**config.mk**
```make
export PLATFORM = sky130hd
export DESIGN_NAME = bcd_xs3_serial_codec
export DESIGN_NICKNAME = d
export VERILOG_FILES = /design/src/rtl/bcd_xs3_serial_codec.sv
export SDC_FILE = /design/constraint.sdc
export NUM_CORES = 1
export LEC_CHECK = 0
export CAP_MARGIN = 10
export CORE_AREA = 2 2 39 41
export DETAILED_ROUTE_END_ITERATION = 10
export DIE_AREA = 0 0 41 43
export GPL_ROUTABILITY_DRIVEN = 0
export SYNTH_ARGS = -nofsm -noshare
export SYNTH_HDL_FRONTEND = slang
export SYNTH_SLANG_ARGS = --single-unit
```
**constraint.sdc**
```tcl
create_clock -name clock -period 1.59 [get_ports clock]
set_clock_uncertainty 0.2 [all_clocks]
set_input_delay 0.2385 -clock clock [delete_from_list [all_inputs] [get_ports clock]]
set_output_delay 0.2385 -clock clock [all_outputs]
set_load 0.02 [all_outputs]
```
**src/rtl/bcd_xs3_serial_codec.sv**
```systemverilog
// Bit-serial BCD <-> Excess-3 converter, LSB-first, one digit per 4 accepted bits.
// Define BCD_CODE_ERR_CHECK_EN to build the illegal-code detector driving digit_err.
module bcd_xs3_serial_codec #(
    parameter int DIGITS = 4
) (
    input  logic clock,
    input  logic reset,
    input  logic x,
    input  logic x_valid,
    input  logic mode,
    output logic z,
    output logic z_valid,
    output logic digit_done,
    output logic digit_err,
    output logic word_done
);

    localparam int DW = (DIGITS > 1) ? $clog2(DIGITS) : 1;
    localparam logic [DW-1:0] D_LAST = DW'(DIGITS - 1);

    logic [1:0]    b;
    logic [DW-1:0] d;
    logic          c;
    logic          m;

    logic first_bit;
    logic m_eff;
    logic k;
    logic c_in;
    logic z_nxt;
    logic c_nxt;
    logic last_bit;
    logic last_digit;
    logic err_nxt;

    // Mode is taken live on the first bit of a word so that bit already uses it.
    always_comb begin
        first_bit  = (b == 2'd0) && (d == '0);
        m_eff      = first_bit ? mode : m;
        k          = ~b[1];
        c_in       = (b == 2'd0) ? 1'b0 : c;
        z_nxt      = x ^ k ^ c_in;
        c_nxt      = m_eff ? ((~x & (k | c_in)) | (k & c_in))
                           : ((x & k) | (x & c_in) | (k & c_in));
        last_bit   = (b == 2'd3);
        last_digit = (d == D_LAST);
    end

`ifdef BCD_CODE_ERR_CHECK_EN
    logic [2:0] hist;
    logic [3:0] digit_val;

    always_comb begin
        digit_val = {x, hist};
        err_nxt   = 1'b0;
        if (last_bit) begin
            if (m_eff)
                err_nxt = (digit_val < 4'd3) || (digit_val > 4'd12);
            else
                err_nxt = (digit_val > 4'd9);
        end
    end

    always_ff @(posedge clock) begin
        if (!reset) begin
            hist <= '0;
        end else if (x_valid) begin
            case (b)
                2'd0:    hist[0] <= x;
                2'd1:    hist[1] <= x;
                2'd2:    hist[2] <= x;
                default: hist    <= hist;
            endcase
        end
    end
`else
    always_comb err_nxt = 1'b0;
`endif

    always_ff @(posedge clock) begin
        if (!reset) begin
            b          <= '0;
            d          <= '0;
            c          <= 1'b0;
            m          <= 1'b0;
            z          <= 1'b0;
            z_valid    <= 1'b0;
            digit_done <= 1'b0;
            digit_err  <= 1'b0;
            word_done  <= 1'b0;
        end else if (x_valid) begin
            z          <= z_nxt;
            z_valid    <= 1'b1;
            digit_done <= last_bit;
            digit_err  <= err_nxt;
            word_done  <= last_bit && last_digit;
            c          <= c_nxt;
            b          <= b + 2'd1;
            if (first_bit)
                m <= mode;
            if (last_bit)
                d <= last_digit ? '0 : d + DW'(1);
        end else begin
            z          <= 1'b0;
            z_valid    <= 1'b0;
            digit_done <= 1'b0;
            digit_err  <= 1'b0;
            word_done  <= 1'b0;
        end
    end

endmodule

```
# --- After elaboration in Yosys (flattened, before gate mapping) ---
# Cells that the tools add are included.
# Widths: inputs -> output; s select.
word_totals:
  register_bits: 10
  out_inout_bits: 5
  word_cells: 35
  inputBits: 5
op_classes:
  n_addsub: 2
  n_reduce_logical: 6
  n_eq_ne: 2
  bitwise: 12
  muxes: 5
ops:
  columns: ["operator", "count"]
  rows:
  - ["$add 2x1->2 const B", 2]
  - ["$and 1x1->1", 4]
  - ["$eq 2x2->1 const B", 2]
  - ["$logic_not 2->1", 2]
  - ["$mux 1", 4]
  - ["$or 1x1->1", 4]
  - ["$reduce_and 2->1", 2]
  - ["$logic_and 1x1->1", 2]
  - ["$mux 2", 1]
  - ["$not 1->1", 2]
  - ["$xor 1x1->1", 2]

# --- Logic depth before layout (Yosys ltp) ---
depth:
  word_depth: 6
  ltp_mapped: 5
  ltp_nobuf: 5

# --- Worst setup path before layout ---
# OpenSTA, ideal clock, no wires.
synth_path:
  path_type: "register to register"
  from: "reg b[1]"
  to: "reg c"
  t_arrival_ns: 1.248
  required_time_ns: 1.316
  n_path_buf: 0
  stages_incl_launch_ff: 6
  period_less_slack_ns: 1.522
  setup_ns: 0.074
  setup_slack_ns: 0.068
  cell_sequence: "dfxtp_1 inv_1 ha_1 a21bo_1 a221o_1 a31oi_1"
synth_via:
  elab_chain_cells: 6
  word_cells_on_any_way: 14
  classes_between: "mux (3); bitwise (9); reduce/logical (2)"
synth_rtl:
  columns: ["element", "line_no", "source"]
  rows:
  - ["start: declaration", "21", "logic [1:0] b;"]
  - ["start signal: assignment", "98", "b <= b + 2'd1;"]
  - ["$logic_not 2->1", "38, 41", null]
  - ["$mux 1", "41", "c_in = (b == 2'd0) ? 1'b0 : c;"]
  - ["$and 1x1->1 or $or 1x1->1 (tied branches)", "44, 43", null]
  - ["$or 1x1->1 or $and 1x1->1 (tied branches)", "44, 43", null]
  - ["$or 1x1->1 (on tied branches)", "44, 43", null]
  - ["$mux 1 (*)", "43", "c_nxt = m_eff ? ((~x & (k | c_in)) | (k & c_in))"]
  - ["end signal: assignment", "97", "c <= c_nxt;"]
  - ["end: declaration", "23", "logic c;"]
# Every way passes the cells marked *; elsewhere a longest branch is shown, timed or not.
# A chain may end at the register's enable or synchronous reset.

# --- Worst setup path after layout ---
# Same ends and word-level chain as after synthesis.

==> results_dict.tcl <==
set metrics [dict create \
    synth.top_cells.by_count "10 x dfxtp_1, 5 x ha_1, 4 x and2_1, 4 x inv_1, 3 x nand3_1" \
    worstPathRequired_ns 1.58 \
    cap_violations 0 \
    maxSlewViolCount 0 \
    fin_ws_ns 0.0764 \
    p_leak_nw 0.317 \
    hold_viol_final 0 \
    worst_ir_drop_vdd_uv 399 \
    detail-route-antenna-nets 0 \
    setup_tns_ns 0 \
    syn_avg_cell_area_um2 9.81 \
    critPathArrivalTime_ns 1.51 \
    max_freq_ghz 0.661 \
    synth_seq_cells 10 \
    stdcell_count 82 \
    grt_max_degree 9 \
    start_kind "flip-flop" \
    whs_ns 0.283 \
    cts.sinks 10 \
    cts_tree "yes" \
    hold_path.class "flip-flop to flip-flop" \
    core_area_um2 1380 \
    die_h_um 43 \
    grt_pass1_wl_mm 1.38 \
    route.detailed.drc 0 \
    finalWirelength_um 790 \
    synthesis.yosys.warnings 0 \
    grt_util_met2 0.159 \
    pin_count 10 \
    ys_seq_area_frac 0.417 \
    period_share 0.952 \
    slowest_delay_ns 0.34 \
    post-route-cell-area_um2 672 \
    nets 77 \
    pre_cts_slack_ns 0.0282 \
    clockBufferDepth 2 \
    die_w_um 41 \
    finalCriticalPeriod_ns 1.51 \
    grt-ovfl-total 0 \
    antenna_cells 0 \
    routed_via_density 4.59 \
    power.total_uw 605 \
    drt_first_pass_iters 4 \
    cts_htree_levels 1 \
    cp_top_family "compound AO/OA/AOI/OAI gates" \
    clk_latency_ns 0.26 \
    start_util 0.347 \
    antenna_found_initial 0 \
    synth.most_common_cell "dfxtp_1" \
    busiest_layer "met2" \
    power_density_nw_per_um2 901 \
    synth_top_area_frac 0.417 \
    setup_viol 0 \
    outcome "complete, no violations" \
    dpl.cell_count 78 \
    detail_route.wl_per_cell_um 9.63 \
    synth_cell_type_count 25 \
    ys.flop_type "dfxtp_1" \
    place.port_buffers 8 \
    cts.clk_slew.worst_paths_ns 0.07 \
    vias 376 \
    synth_edf_count 0 \
    die_area_um2 1760 \
    root_buffer "clkbuf_4" \
    crit_type "flip-flop to flip-flop" \
    place_area_um2 621 \
    synth_area_um2 480 \
    end_kind "flip-flop" \
    area_growth_pct 39.8 \
    first_global_vias 339 \
    core.rowCount 14 \
    numCtsBuffers 3 \
    path_max_fanout 4 \
    async_flop_share 0 \
    syn_inst 49 \
    drt_first_iter_violations 1 \
    grt_usage 0.123 \
    drive_above_1_share 0.288 \
    syn_nets 59 \
    critPathSlowestCell "a221o_1" \
    yosys.area.top_type "dfxtp_1" \
    met1_usage 0.143 \
    utilization 0.486 \
    crit_chain "inv_2, ha_4, a21bo_1, a221o_1, a31oi_1" \
    rsz0062_at_grt "no" \
    crit_buf_inv 1 \
    synth_area_leaders "dfxtp_1 42%, ha_1 13%, and2_1 5.2%" \
    use_met3 0.0628 \
]
registers in the layout, summed over array words and instances (netlist names):
signal and cells:
b 2, c 1, d 2, digit_done 1
m 1, word_done 1, z 1, z_valid 1
logic make-up after synthesis:
| group | synth area share |
|---|---|
| AOI/OAI and AO/OA | 0.133 |
| xor gates and xnor gates | 0.0365 |
| adders and majority gates | 0.130 |
| buffers and inverters | 0.0573 |
| DFF | 0.417 |
| muxes | 0.0417 |
| other | 0.00781 |
| and+or+nand+nor | 0.177 |
final cells by class:
type / count / area [um2]
clock buffers: 4 / 36.3
fillers: 140 / 712
inverters: 4 / 15.0
multi-input cells: 33 / 268
flip-flops and latches: 10 / 205
well taps: 16 / 20.0
repair buffers: 15 / 128
where the power goes:
| part | switching, mW | total (mW) | internal [mW] |
|---|---|---|---|
| logic | 0.0486 | 0.111 | 0.0623 |
| registers | 0.00632 | 0.272 | 0.265 |
| clock network | 0.0837 | 0.223 | 0.139 |
| total | 0.139 | 0.605 | 0.466 |
repair_timing:
item                                   in CTS  in global routing
hold buffers                                0                  0
buffers inserted                            0                  0
pin swaps                                   0                  2
setup endpoints to repair                   4                  1
endpoints found under the hold margin       0                  0
resized for setup                           4                  9
layer usage:
metal	routed length, um	vias up
met5	0	-
li1	-	200
met1	363	164
met4	25	0
met3	36	5
met2	364	7
final timing paths:
check	start	slack [ns]	end	cells after the start
max reg2reg	b[1]$_SDFFE_PN0P_	0.08	c$_SDFFE_PN0P_	5
min reg2reg	m$_SDFFE_PN0P_	0.28	m$_SDFFE_PN0P_	1
max	b[1]$_SDFFE_PN0P_	0.08	c$_SDFFE_PN0P_	5
min	m$_SDFFE_PN0P_	0.28	m$_SDFFE_PN0P_	1
cell usage in the layout (no fill, tap or decap), types with 2 or more instances in the layout:
| cell type | instances |
|---|---|
| dlygate4sd2_1 | 4 |
| dfxtp_1 | 6 |
| inv_1 | 2 |
| mux2i_1 | 2 |
| nor2b_1 | 2 |
| inv_2 | 2 |
| ha_1 | 3 |
| nand2_1 | 2 |
| dfxtp_2 | 4 |
| clkbuf_4 | 3 |
| clkdlybuf4s50_1 | 4 |
| nand3_1 | 3 |
| buf_4 | 7 |
| and2_1 | 4 |
No activity file was read; power rests on OpenSTA's default activity.
